## src/rtl/par_to_ser_pkg.sv

```systemverilog
// ---------------------------------------------------------------------------
// par_to_ser_pkg
// Shared types and defaults for the parallel-in serial-out transmitter.
//   par_to_ser_state_t : FSM state encoding (IDLE, SHIFT)
//   PTS_DATA_WIDTH     : default word width in bits
// ---------------------------------------------------------------------------
package par_to_ser_pkg;

    typedef enum logic {
        IDLE  = 1'b0,
        SHIFT = 1'b1
    } par_to_ser_state_t;

    localparam int PTS_DATA_WIDTH = 4;

endpackage : par_to_ser_pkg

```

## src/rtl/par_to_ser.sv

```systemverilog
// ---------------------------------------------------------------------------
// par_to_ser
// Parallel-in serial-out transmitter. Words arrive over a valid/ready
// handshake and leave one bit per clock, with first/last frame markers.
// A one-word holding buffer lets consecutive words stream with no idle bit.
//
// Parameters
//   DATA_WIDTH : word width in bits (>= 2)
//   MSB_FIRST  : 1 = bit DATA_WIDTH-1 leaves first, 0 = bit 0 leaves first
// Ports
//   clk        in   clock, rising edge
//   resetn     in   asynchronous active-low reset
//   din        in   parallel word
//   din_valid  in   din holds a word to send
//   din_ready  out  a word can be accepted this cycle
//   dout       out  serial bit
//   dout_valid out  dout carries a payload bit
//   dout_first out  dout is the first bit of a word
//   dout_last  out  dout is the last bit of a word
// ---------------------------------------------------------------------------
module par_to_ser
    import par_to_ser_pkg::*;
#(
    parameter int DATA_WIDTH = PTS_DATA_WIDTH,
    parameter bit MSB_FIRST  = 1'b1
) (
    input  logic                  clk,
    input  logic                  resetn,
    input  logic [DATA_WIDTH-1:0] din,
    input  logic                  din_valid,
    output logic                  din_ready,
    output logic                  dout,
    output logic                  dout_valid,
    output logic                  dout_first,
    output logic                  dout_last
);

    localparam int CW = (DATA_WIDTH > 1) ? $clog2(DATA_WIDTH) : 1;
    localparam logic [CW-1:0] LAST_CNT = CW'(DATA_WIDTH - 1);

    par_to_ser_state_t     r_state;
    logic [DATA_WIDTH-1:0] r_shreg;
    logic [DATA_WIDTH-1:0] r_buf;
    logic                  r_buf_full;
    logic [CW-1:0]         r_count;

    par_to_ser_state_t     w_state_next;
    logic [DATA_WIDTH-1:0] w_shreg_next;
    logic [DATA_WIDTH-1:0] w_buf_next;
    logic                  w_buf_full_next;
    logic [CW-1:0]         w_count_next;

    logic                  w_accept;
    logic                  w_last_bit;
    logic [DATA_WIDTH-1:0] w_shifted;
    logic                  w_tx_bit;

    // Ready depends only on the buffer flop, never on din_valid.
    assign w_accept   = din_valid && !r_buf_full;
    assign w_last_bit = (r_count == LAST_CNT);
    // Zeros shift in, so a word that drains naturally leaves shreg at 0.
    assign w_shifted  = MSB_FIRST ? {r_shreg[DATA_WIDTH-2:0], 1'b0}
                                  : {1'b0, r_shreg[DATA_WIDTH-1:1]};
    assign w_tx_bit   = MSB_FIRST ? r_shreg[DATA_WIDTH-1] : r_shreg[0];

    always_ff @(posedge clk or negedge resetn) begin
        if (!resetn) begin
            r_state    <= IDLE;
            r_shreg    <= '0;
            r_buf      <= '0;
            r_buf_full <= 1'b0;
            r_count    <= '0;
        end else begin
            r_state    <= w_state_next;
            r_shreg    <= w_shreg_next;
            r_buf      <= w_buf_next;
            r_buf_full <= w_buf_full_next;
            r_count    <= w_count_next;
        end
    end

    always_comb begin
        w_state_next    = r_state;
        w_shreg_next    = r_shreg;
        w_buf_next      = r_buf;
        w_buf_full_next = r_buf_full;
        w_count_next    = r_count;

        case (r_state)
            IDLE: begin
                if (w_accept) begin
                    w_shreg_next = din;
                    w_count_next = '0;
                    w_state_next = SHIFT;
                end
            end
            SHIFT: begin
                if (w_last_bit) begin
                    w_count_next = '0;
                    // The buffered word has priority; when it is present
                    // w_accept is necessarily low, so no word is lost.
                    if (r_buf_full) begin
                        w_shreg_next    = r_buf;
                        w_buf_full_next = 1'b0;
                    end else if (w_accept) begin
                        w_shreg_next = din;
                    end else begin
                        w_shreg_next = w_shifted;
                        w_state_next = IDLE;
                    end
                end else begin
                    w_shreg_next = w_shifted;
                    w_count_next = r_count + CW'(1);
                    if (w_accept) begin
                        w_buf_next      = din;
                        w_buf_full_next = 1'b1;
                    end
                end
            end
            default: w_state_next = IDLE;
        endcase
    end

    assign din_ready  = !r_buf_full;
    assign dout_valid = (r_state == SHIFT);
    assign dout       = dout_valid && w_tx_bit;
    assign dout_first = dout_valid && (r_count == '0);
    assign dout_last  = dout_valid && w_last_bit;

endmodule : par_to_ser

```

## config.mk

```make
export PLATFORM = sky130hd
export DESIGN_NAME = par_to_ser
export DESIGN_NICKNAME = d
export VERILOG_FILES = /design/src/rtl/par_to_ser_pkg.sv /design/src/rtl/par_to_ser.sv
export SDC_FILE = /design/constraint.sdc
export NUM_CORES = 1
export LEC_CHECK = 0
export CAP_MARGIN = 25
export CORE_MARGIN = 4
export CORE_UTILIZATION = 49
export DETAILED_ROUTE_END_ITERATION = 6
export MAX_ROUTING_LAYER = met4
export PLACE_DENSITY_LB_ADDON = 0.1
export SYNTH_ARGS = -nofsm -noshare
export SYNTH_HDL_FRONTEND = slang
export SYNTH_SLANG_ARGS = --single-unit
export TNS_END_PERCENT = 30
```

## constraint.sdc

```tcl
create_clock -name clk -period 2 [get_ports clk]
set_input_delay 0.4 -clock clk [delete_from_list [all_inputs] [get_ports clk]]
set_output_delay 0.4 -clock clk [all_outputs]
set_load 0.01 [all_outputs]
```

==> reports/metrics.cfg <==
[grt]
grt.overflow.total=0
grt_max_degree=19
grtUsageTotal_pct=15.1
antenna_found_initial=0
grt_pass1_vias=472
grt_pass1_wl_mm=2.10

[placed_design]
place.gp.congestion=0.749
place_area_um2=810
dp_hpwl_um=922
placedCellCount=90
io_buffers=11
place_ws_ns=0.175

[cts]
cts_buffer_depth=2
clkTransAtPathRegs_ns=0.07
h-tree-depth=1
cts_sinks=12
cts_tree=done
clk_latency_ns=0.27
ctsHoldBuffers=0
cts_buffers=3
ctsRootBufferMaster=clkbuf_4

[synthesis]
synth_nets=74
ys_types=22
synth_warnings=0
synthTopCellsByCount=dfrtp_1 (12), mux2_2 (7), inv_1 (5), nand2b_1 (5)
ys_ff_latch=12
synth_cells=65
synth_area_um2=684
syn_area_per_cell_um2=10.5
async_flop_share_pct=100
netlist.area_leader.share_pct=43.9
ys.flop_type=dfrtp_1
synth_edf_count=0
synth_largest_area_cell=dfrtp_1
netlist_top_cells_area=dfrtp_1 (44%), mux2_2 (12%), nand2b_1 (4.6%), ha_1 (3.7%), o211ai_1 (3.3%)
yosysMostFrequentCell=dfrtp_1
ys_seq_area_share_pct=43.9

[final_layout]
fill_cells=114
seqCellArea_um2=300
nets=89
drive_gt1_share_pct=20.5
stdcell_area_um2=833
multiInputGateArea_um2=339
final_cell_count_no_fill=93
n_antenna_cell=0
area_growth_pct=21.8

[drt]
finalWirelength_mm=1.26
num_vias=507
ant_nets=0
firstDrtPassIters=3
drc=0
vias_per_cell=5.45
drtIter0Drc=5
wl_per_cell_um=13.5

[power]
vdd_drop_max_v=0.000813
p_leak_nw=0.380
powerDensity_nw_per_um2=1550

[timing]
max-slew-margin-rel_pct=63.3
fin_tns_setup_ns=0
fin_worst_skew_ns=0.00323
worst_pin_slew_ns=0.549
timing.fmax_mhz=525
slew_violations=0
hold_viol=0
fin_ws_ns=0.0965
post-route-period-util_pct=95.2
rsz0062_at_grt=false
report.final.setup_viol=0
period_needed_ns=1.90

[floorplanning]
pin_count=12
core_area_um2=1300
row_count=13
dieWidth_um=45.4
dieArea_um2=2060
start_util_pct=52.6
die_h_um=45.4

[flow_run]
drv_cap=0

[setup_path]
cpPeakStageDelay_ns=0.53
critPathKind=reg -> out
cp-start-kind=flip-flop
required_ns=1.60
slowest_stage=clkdlybuf4s50_1
worst_setup_path_end_kind=output pin
path_cells=buf_4 > and2_1 > clkdlybuf4s50_1
critPathArrivalTime_ns=1.50
cp_max_fo=18

[worst_hold_path]
hp-class=in -> async

[status]
outcome=complete, no violations

-- per-layer routing --
layer	GRT usage (%)	vias to the layer above	share of wire, %
met4	12.3	0	2.2
li1	-	254	-
met2	20.3	11	44
met3	2.37	4	4.9
met5	-	-	0
met1	19.7	238	49
-- final cells by class --
class	instances	share of cell area, %
multi-input cells	44	40.7
flip-flops and latches	12	36.0
well taps	15	2.25
clock buffers	3	2.70
repair buffers	14	16.1
inverters	5	2.25
-- state kept, by name, summed over array words and instances, names as in the netlist --
signal,count
dout_valid,1
r_shreg,4
r_buf,4
r_buf_full,1
r_count,2
-- layout by cell type (no fill, tap or decap), drive strengths merged, types with 2 or more instances in the layout --
master and instances:
a31oi 3, and2 2, buf 3, clkbuf 3, clkdlybuf4s50 9, dfrtp 12
ha 2, inv 5, mux2 7, nand2 3, nand2b 6, nand3 3
nor3 3, o211ai 3, o21bai 3, o22ai 3
-- metrics by stage --
stage | hold WS [ns] | utilization, % | power, mW
floorplan | 0.104 | - | 0.944
global placement | 0.481 | 62.2 | 1.15
detailed placement | 0.488 | 62.2 | 1.16
CTS | 0.483 | 63.8 | 1.31
global route | 0.504 | 64.0 | 1.40
finish | 0.482 | 64.0 | 1.29
-- cells by family after synthesis --
| group | count (synthesis) | synth area share, % |
|---|---|---|
| AO/OA/AOI/OAI | 15 | 15.0 |
| adder cells (fa/ha/maj) | 2 | 3.66 |
| buffers and inverters | 9 | 6.58 |
| flip-flops | 12 | 43.9 |
| multiplexers | 8 | 13.0 |
| AND/OR/NAND/NOR | 19 | 17.9 |
-- final timing paths --
path / startpoint / endpoint / slack [ns] / depth (start not counted)
worst min-delay path: resetn / r_shreg[2] / 0.48 / 1
worst max-delay path: dout_valid / dout / 0.1 / 3
min in group clk: r_buf[1] / r_buf[1] / 0.50 / 1
worst min register to register: r_buf[1] / r_buf[1] / 0.50 / 1
max in group asynchronous: resetn / r_count[0] / 1.15 / 1
worst max register to register: r_count[0] / r_buf[3] / 0.54 / 4
-- power breakdown --
| group | switching [mW] | internal, mW |
|---|---|---|
| clock network | 0.0764 | 0.0697 |
| logic | 0.346 | 0.363 |
| registers | 0.0677 | 0.366 |
-- critical path, delay by kind of cell (launching register included) --
family / cells / cell delay (ns)
buf+inv: 2 / 0.74
flops: 1 / 0.35
simple gates: 1 / 0.15
-- what timing repair did --
item | in CTS | in global routing
buffers inserted | 0 | 0
resized for setup | 1 | 1
pin swaps | 0 | 0
endpoints found under the hold margin | 0 | 0
endpoints found under the setup margin | 1 | 1
Power figures use the tool's default switching activity.
